**src/rtl/alu_issue.sv**
```systemverilog
// alu_issue: decodes one MIPS R/I-type instruction per cycle into ALU control and operands,
// issued through an output register backed by a one-entry skid buffer. Optional macro: ALU_ISSUE_VAR_SHIFT_EN (sllv/srlv).
module alu_issue (
    input  logic        clk,
    input  logic        rst_n,
    input  logic        in_valid,
    output logic        in_ready,
    input  logic [31:0] in_instr,
    input  logic [31:0] in_rs_val,
    input  logic [31:0] in_rt_val,
    output logic        out_valid,
    input  logic        out_ready,
    output logic [31:0] out_rs,
    output logic [31:0] out_rt,
    output logic [3:0]  out_ctrl,
    output logic [4:0]  out_sa,
    output logic [4:0]  out_dst,
    output logic        out_wr,
    output logic        out_illegal
);
    localparam int DATA_W = 32;
    localparam int REG_W  = 5;

    localparam logic [3:0] ALU_ADDU = 4'b0000;
    localparam logic [3:0] ALU_ADD  = 4'b0001;
    localparam logic [3:0] ALU_AND  = 4'b0010;
    localparam logic [3:0] ALU_OR   = 4'b0011;
    localparam logic [3:0] ALU_NOR  = 4'b0101;
    localparam logic [3:0] ALU_XOR  = 4'b0110;
    localparam logic [3:0] ALU_SUBU = 4'b1000;
    localparam logic [3:0] ALU_SUB  = 4'b1001;
    localparam logic [3:0] ALU_SLTU = 4'b1010;
    localparam logic [3:0] ALU_SLT  = 4'b1011;
    localparam logic [3:0] ALU_SLL  = 4'b1100;
    localparam logic [3:0] ALU_SRL  = 4'b1101;

    typedef struct packed {
        logic [DATA_W-1:0] rs;
        logic [DATA_W-1:0] rt;
        logic [3:0]        ctrl;
        logic [4:0]        sa;
        logic [REG_W-1:0]  dst;
        logic              wr;
        logic              illegal;
    } op_t;

    logic [5:0]               opcode;
    logic [5:0]               funct;
    logic signed [DATA_W-1:0] imm_sext;
    logic [DATA_W-1:0]        imm_zext;
    logic                     legal;
    op_t                      dec_p0;
    logic                     unused_rs_idx;

    assign opcode   = in_instr[31:26];
    assign funct    = in_instr[5:0];
    assign imm_sext = {{16{in_instr[15]}}, in_instr[15:0]};
    assign imm_zext = {16'h0000, in_instr[15:0]};
    // Register indices for rs arrive already resolved as in_rs_val.
    assign unused_rs_idx = &{1'b0, in_instr[25:21]};

    // Stage p0: combinational decode of the incoming instruction
    always_comb begin
        dec_p0    = '0;
        legal     = 1'b1;
        dec_p0.rs = in_rs_val;
        if (opcode == 6'h00) begin
            dec_p0.rt  = in_rt_val;
            dec_p0.dst = in_instr[15:11];
            case (funct)
                6'h20:   dec_p0.ctrl = ALU_ADD;
                6'h21:   dec_p0.ctrl = ALU_ADDU;
                6'h22:   dec_p0.ctrl = ALU_SUB;
                6'h23:   dec_p0.ctrl = ALU_SUBU;
                6'h24:   dec_p0.ctrl = ALU_AND;
                6'h25:   dec_p0.ctrl = ALU_OR;
                6'h26:   dec_p0.ctrl = ALU_XOR;
                6'h27:   dec_p0.ctrl = ALU_NOR;
                6'h2A:   dec_p0.ctrl = ALU_SLT;
                6'h2B:   dec_p0.ctrl = ALU_SLTU;
                6'h00: begin
                    dec_p0.ctrl = ALU_SLL;
                    dec_p0.sa   = in_instr[10:6];
                end
                6'h02: begin
                    dec_p0.ctrl = ALU_SRL;
                    dec_p0.sa   = in_instr[10:6];
                end
`ifdef ALU_ISSUE_VAR_SHIFT_EN
                6'h04: begin
                    dec_p0.ctrl = ALU_SLL;
                    dec_p0.sa   = in_rs_val[4:0];
                end
                6'h06: begin
                    dec_p0.ctrl = ALU_SRL;
                    dec_p0.sa   = in_rs_val[4:0];
                end
`endif
                default: legal = 1'b0;
            endcase
        end else begin
            dec_p0.dst = in_instr[20:16];
            dec_p0.rt  = imm_zext;
            case (opcode)
                6'h08: begin
                    dec_p0.ctrl = ALU_ADD;
                    dec_p0.rt   = imm_sext;
                end
                6'h09: begin
                    dec_p0.ctrl = ALU_ADDU;
                    dec_p0.rt   = imm_sext;
                end
                6'h0A: begin
                    dec_p0.ctrl = ALU_SLT;
                    dec_p0.rt   = imm_sext;
                end
                6'h0B: begin
                    dec_p0.ctrl = ALU_SLTU;
                    dec_p0.rt   = imm_sext;
                end
                6'h0C:   dec_p0.ctrl = ALU_AND;
                6'h0D:   dec_p0.ctrl = ALU_OR;
                6'h0E:   dec_p0.ctrl = ALU_XOR;
                6'h0F: begin
                    dec_p0.ctrl = ALU_SLL;
                    dec_p0.sa   = 5'd16;
                end
                default: legal = 1'b0;
            endcase
        end
        dec_p0.wr = legal;
        // Illegal ops still travel through the handshake, with an all-zero payload.
        if (!legal) begin
            dec_p0         = '0;
            dec_p0.illegal = 1'b1;
        end
    end

    op_t  o_p1;
    op_t  s_p1;
    logic vld_p1;
    logic s_full;
    logic accept;
    logic o_load;

    assign in_ready = !s_full;
    assign accept   = in_valid & in_ready;
    assign o_load   = !vld_p1 | out_ready;

    // Stage p1: output register and skid register
    always_ff @(posedge clk or negedge rst_n) begin
        if (!rst_n) begin
            vld_p1 <= 1'b0;
            s_full <= 1'b0;
            o_p1   <= '0;
        end else if (o_load) begin
            if (s_full) begin
                o_p1   <= s_p1;
                vld_p1 <= 1'b1;
                s_full <= 1'b0;
            end else begin
                vld_p1 <= accept;
                if (accept) begin
                    o_p1 <= dec_p0;
                end
            end
        end else if (accept) begin
            s_full <= 1'b1;
        end
    end

    always_ff @(posedge clk) begin
        if (!o_load && accept) begin
            s_p1 <= dec_p0;
        end
    end

    assign out_valid   = vld_p1;
    assign out_rs      = o_p1.rs;
    assign out_rt      = o_p1.rt;
    assign out_ctrl    = o_p1.ctrl;
    assign out_sa      = o_p1.sa;
    assign out_dst     = o_p1.dst;
    assign out_wr      = o_p1.wr;
    assign out_illegal = o_p1.illegal;

endmodule

```
**config.mk**
```make
export PLATFORM = sky130hd
export DESIGN_NAME = alu_issue
export DESIGN_NICKNAME = d
export VERILOG_FILES = /design/src/rtl/alu_issue.sv
export SDC_FILE = /design/constraint.sdc
export NUM_CORES = 1
export LEC_CHECK = 0
export ABC_AREA = 1
export BUFFER_PORTS_ARGS = -buffer_cell sky130_fd_sc_hd__buf_4
export CAP_MARGIN = 20
export CORE_ASPECT_RATIO = 2
export CORE_MARGIN = 5
export CORE_UTILIZATION = 49
export DETAILED_ROUTE_END_ITERATION = 8
export PLACE_DENSITY = 0.87
export SLEW_MARGIN = 15
export SYNTH_ARGS = -nofsm -noshare
export SYNTH_HDL_FRONTEND = slang
export SYNTH_SLANG_ARGS = --single-unit
```
**constraint.sdc**
```tcl
create_clock -name clk -period 5.4 [get_ports clk]
set_input_delay 0.81 -clock clk [delete_from_list [all_inputs] [get_ports clk]]
set_output_delay 0.81 -clock clk [all_outputs]
set_load 0.03 [all_outputs]
```
==> Word level (Yosys, flattened, before mapping) <==
Cells that the tools add are included.
{ "totals": {"register_bits": 162, "in_bits": 100, "output_inout_bits": 82} }
{ "op_classes": {"eq_ne": 19, "muxes": 15, "bitwise": 2, "reduce_logical": 13} }
{ "ops": {"columns": ["operator", "count"], "rows": [
  ["$mux W80", 3],
  ["$eq A6 B6 Y1 const B", 10],
  ["$eq A6 B4 Y1 const B", 8],
  ["$mux W46", 1],
  ["$pmux W4 S11", 1],
  ["$mux W32", 1],
  ["$pmux W4 S7", 1],
  ["$logic_not A6 Y1", 2],
  ["$reduce_or A12 Y1", 1],
  ["$mux W5", 2],
  ["$reduce_or A8 Y1", 1],
  ["$eq A6 B2 Y1 const B", 1],
  ["$mux W1", 6],
  ["$reduce_bool A2 Y1", 2],
  ["$reduce_or A4 Y1", 1],
  ["$logic_not A1 Y1", 3],
  ["$reduce_and A2 Y1", 1],
  ["$reduce_or A2 Y1", 1],
  ["$and A1 B1 Y1", 1],
  ["$logic_and A1 B1 Y1", 1],
  ["$or A1 B1 Y1", 1]
]} }

==> Longest topological paths before layout <==
{ "depth": {"depth_word": 7, "ltp_mapped": 11, "ltp_nobuf": 10} }

==> Worst setup path after synthesis <==
OpenSTA, ideal clock, no wires.
{ "synth_timing": {"kind": "flip-flop to flip-flop", "start": "register s_full", "end": "register s_p1[0] (netlist name), enable pin", "setup_time_ns": 0.519, "arrival_time_ns": 4.770, "slack_ns": 0.111, "path_stages_with_launch": 7, "n_path_buf": 3, "period_less_slack_ns": 5.289, "cell_sequence": "dfrtp_1 > clkbuf_2 > inv_1 > clkbuf_1 > clkbuf_1 > nand2_1 > nor2_1"} }
{ "synth_via": {"elab_chain_len": 3} }
{ "synth_lines": {"columns": ["element", "line", "text"], "rows": [
  ["from (decl)", "142", "logic s_full;"],
  ["from (signal assigned)", "154", "s_full <= 1'b0;"],
  ["from (signal assigned)", "160", "s_full <= 1'b0;"],
  ["from (signal assigned)", "168", "s_full <= 1'b1;"],
  ["$logic_not A1 Y1", "146", "assign in_ready = !s_full;"],
  ["net in_ready", "7", "output logic in_ready,"],
  ["$and A1 B1 Y1", "147", "assign accept = in_valid & in_ready;"],
  ["$logic_and A1 B1 Y1", "173", "if (!o_load && accept) begin"],
  ["to (signal assigned)", "174", "s_p1 <= dec_p0;"],
  ["to (decl)", "140", "op_t s_p1;"]
]} }
The timed path passes the listed nets, and every way through them passes these cells.
A chain may end at the register's enable or synchronous reset.

==> Worst setup path in the final report <==
{ "layout_timing": {"start": "register s_full", "end": "register s_p1[4] (netlist name), enable pin"} }
{ "layout_via": {"elab_chain_len": 3} }
{ "layout_lines": {"columns": ["element", "line"], "rows": [
  ["$logic_not A1 Y1", "146"],
  ["$and A1 B1 Y1", "147"],
  ["$logic_and A1 B1 Y1", "173"]
]} }
No other way between the ends.

==> results.py <==
metrics = {
    "logic_synthesis": {
        "synthCells": 1057,
        "synth.most_common_cell": "nand2_1",
        "synth_area_leaders": "edfxtp_1 (30%), dfrtp_1 (25%), nand2_1 (19%), nor2_1 (8.2%), inv_1 (5.5%)",
        "number_of_enable_flip_flop_cells_after_synthesis": 80,
        "postSynthRegisterBits": 162,
        "ys_seq_area_frac": 0.551,
        "synth_warnings": 0,
        "syn-cell-area_um2": 8080,
        "synth_nets": 1157,
        "synth.largest_area_cell": "edfxtp_1",
        "ys_top_cells_by_count": "nand2_1 (412), nor2_1 (177), inv_1 (119), dfrtp_1 (82), nand3_1 (82)",
        "ys_types": 24,
        "synthesis.area_per_instance_um2": 7.65,
        "synth-async-reset-ratio": 0.506,
        "synthFlopType": "dfrtp_1",
        "yosysTopAreaCellShare": 0.297,
    },
    "final_layout": {
        "diodes_inserted": 0,
        "flow.area_growth_from_synthesis_pct": 24.5,
        "regArea_um2": 4450,
        "multi_input_comb_area_um2": 2910,
        "finalCoreUtilization": 0.619,
        "drive_above_1_share": 0.189,
        "finalInstanceArea_um2": 10100,
        "layout.nets": 1300,
        "n_fill_cell": 1397,
    },
    "setup_path": {
        "timing.critical_path.fanout_max": 55,
        "r2r_cells": 4,
        "timing_worst_setup_path_type": "reg2reg",
        "r2r_setup_slack_ns": 2.40,
        "reg2reg_from": "s_full",
        "critical_path_arrival_ns": 3.05,
        "critPathRequiredTime_ns": 5.45,
        "setup.worst_path.end_class": "register",
        "worst_setup_path_start_kind": "register",
        "r2r-end": "s_p1[4]",
    },
    "routing": {
        "post_drt_wl_per_cell_um": 14.6,
        "detail_route.iter0.violations": 281,
        "routed_wl_um": 20700,
        "final_antenna_net_count": 0,
        "via_count": 7098,
        "first_pass_iters": 5,
        "viasPerCell": 5.01,
        "drc_errors": 0,
    },
    "global_route": {
        "global_route_overflow": 0,
        "gr-usage-all-layers": 0.218,
        "grt_first_pass_wirelength_um": 33300,
        "grt_max_degree": 107,
        "number_of_global_route_vias_before_repair": 6930,
        "antenna_found_initial": 0,
    },
    "sta": {
        "hold_viol": 0,
        "grt_setup_unrepaired": "no",
        "fmaxAchievable_ghz": 0.333,
        "min_period_ns": 3.00,
        "timing.setup.tns_ns": 0,
        "maxSlewViolCount": 0,
        "report.final.setup_viol": 0,
        "slew_headroom": 0.304,
        "final_period_utilization": 0.556,
        "worst_slew_pin_slew_ns": 1.04,
        "clock_skew_ns": 0.00910,
    },
    "die": {
        "die_area_um2": 19300,
        "floorplan.rows": 66,
        "core_area_um2": 16300,
        "initial_utilization": 0.497,
        "chipHeight_um": 192,
        "floorplan.die.width_um": 101,
        "ioPinCount": 182,
    },
    "clocking": {
        "cts_buffers": 17,
        "deepest_level_of_the_cts_h_tree": 4,
        "ctsHoldBuffers": 0,
        "clk_pin_slew_ns": 0.06,
        "clock_tree.root_cell": "clkbuf_16",
        "cts_tree": "yes",
        "cts.sink_count": 162,
        "cts-root-to-sink-buffers": 2,
        "cts.repair.resized": 0,
        "postCtsSetupBuffers": 0,
        "clk-insertion-delay-late_ns": 0.42,
    },
    "job": {
        "maxCapViolations": 0,
    },
    "placed_design": {
        "hpwl_um": 13700,
        "numPortBuffers": 176,
        "post_dp_cell_area_um2": 9470,
        "globalplace.congestion": 0.809,
    },
    "power_and_ir_drop": {
        "peakVddDrop_mv": 0.220,
        "power-per-cell-area_nw_per_um2": 337,
        "static-leakage-power_nw": 5.92,
    },
    "outcome": {
        "run_status": "completed",
    },
    "hold_path": {
        "min_path_type": "in2async",
    },
}
[how the worst max path moves through the flow]
stage | from | to | slack (ns) | cells past startpoint
floorplan | s_full | s_p1[0] | 0.11 | 6
global placement | in_instr[27] | out_dst[2] | 2.10 | 11
detailed placement | in_instr[27] | out_rt[1] | 2.07 | 11
CTS | s_full | s_p1[5] | 2.35 | 4
global route | s_full | s_p1[31] | 2.22 | 4
finish | s_full | s_p1[4] | 2.40 | 4
[registers in the layout (all words and copies together) (netlist names), 4 cells and up]
signal	cells
s_p1	80
out_dst	5
out_rs	32
out_ctrl	4
out_sa	5
out_rt	32
[cells by family after synthesis]
family | Yosys count | share of synthesized area
AND/OR/NAND/NOR | 701 | 0.350
buffers and inverters | 182 | 0.0912
flip-flops | 162 | 0.551
AO/OA/AOI/OAI | 12 | 0.00789
[stage by stage]
stage	setup slack [ns]	std cells	total power [mW]	hold WS, ns
after floorplan	0.111	1057	1.92	0.514
after global placement	2.10	1385	2.21	0.464
after detailed placement	2.07	1385	2.23	0.466
after CTS	2.35	1417	3.42	0.483
after global routing	2.22	1417	3.54	0.504
final	2.40	1417	3.39	0.425
[critical path, cell delays in order (launching register included)]
cell	delay [ns]
dfrtp_1	0.49
inv_4	0.47
nand2_1	0.19
nor2_4	0.70
buf_4	0.73
[layout make-up]
cell class | count | share of cell area
Clock buffer | 21 | 0.0489
Tap cell | 204 | 0.0254
Clock inverter | 11 | 0.00995
Sequential cell | 162 | 0.443
Multi-Input combinational cell | 713 | 0.289
Inverter | 123 | 0.0464
Timing Repair Buffer | 183 | 0.138
[cell usage in the layout (no fill, tap or decap), types with 2 or more instances in the layout]
master,netlist,routed
nor2_1,177,176
edfxtp_1,80,80
clkbuf_8,0,3
clkinvlp_4,0,5
nand4_1,17,17
nand3_1,82,82
inv_4,0,2
a21oi_1,10,10
nor2_2,2,2
nand2_1,412,412
buf_4,3,181
clkinv_2,0,3
clkbuf_16,0,18
clkinv_1,4,4
nor2_4,3,4
dfrtp_1,82,82
inv_1,119,117
nand2_2,4,4
[routing by layer]
metal,wire length (um),global-route usage,vias to the layer above
li1,-,-,3523
met1,7720,0.254,3276
met2,10800,0.377,243
met3,1260,0.0349,56
met4,956,0.120,0
met5,0,0,-
[report_power, final]
part	internal [mW]	total, mW	switching (mW)	leakage, nW
sequential	1.41	1.47	0.0644	1.88
clock	0.698	1.19	0.491	0.279
combinational	0.253	0.727	0.474	3.77
Power figures use the tool's default switching activity.
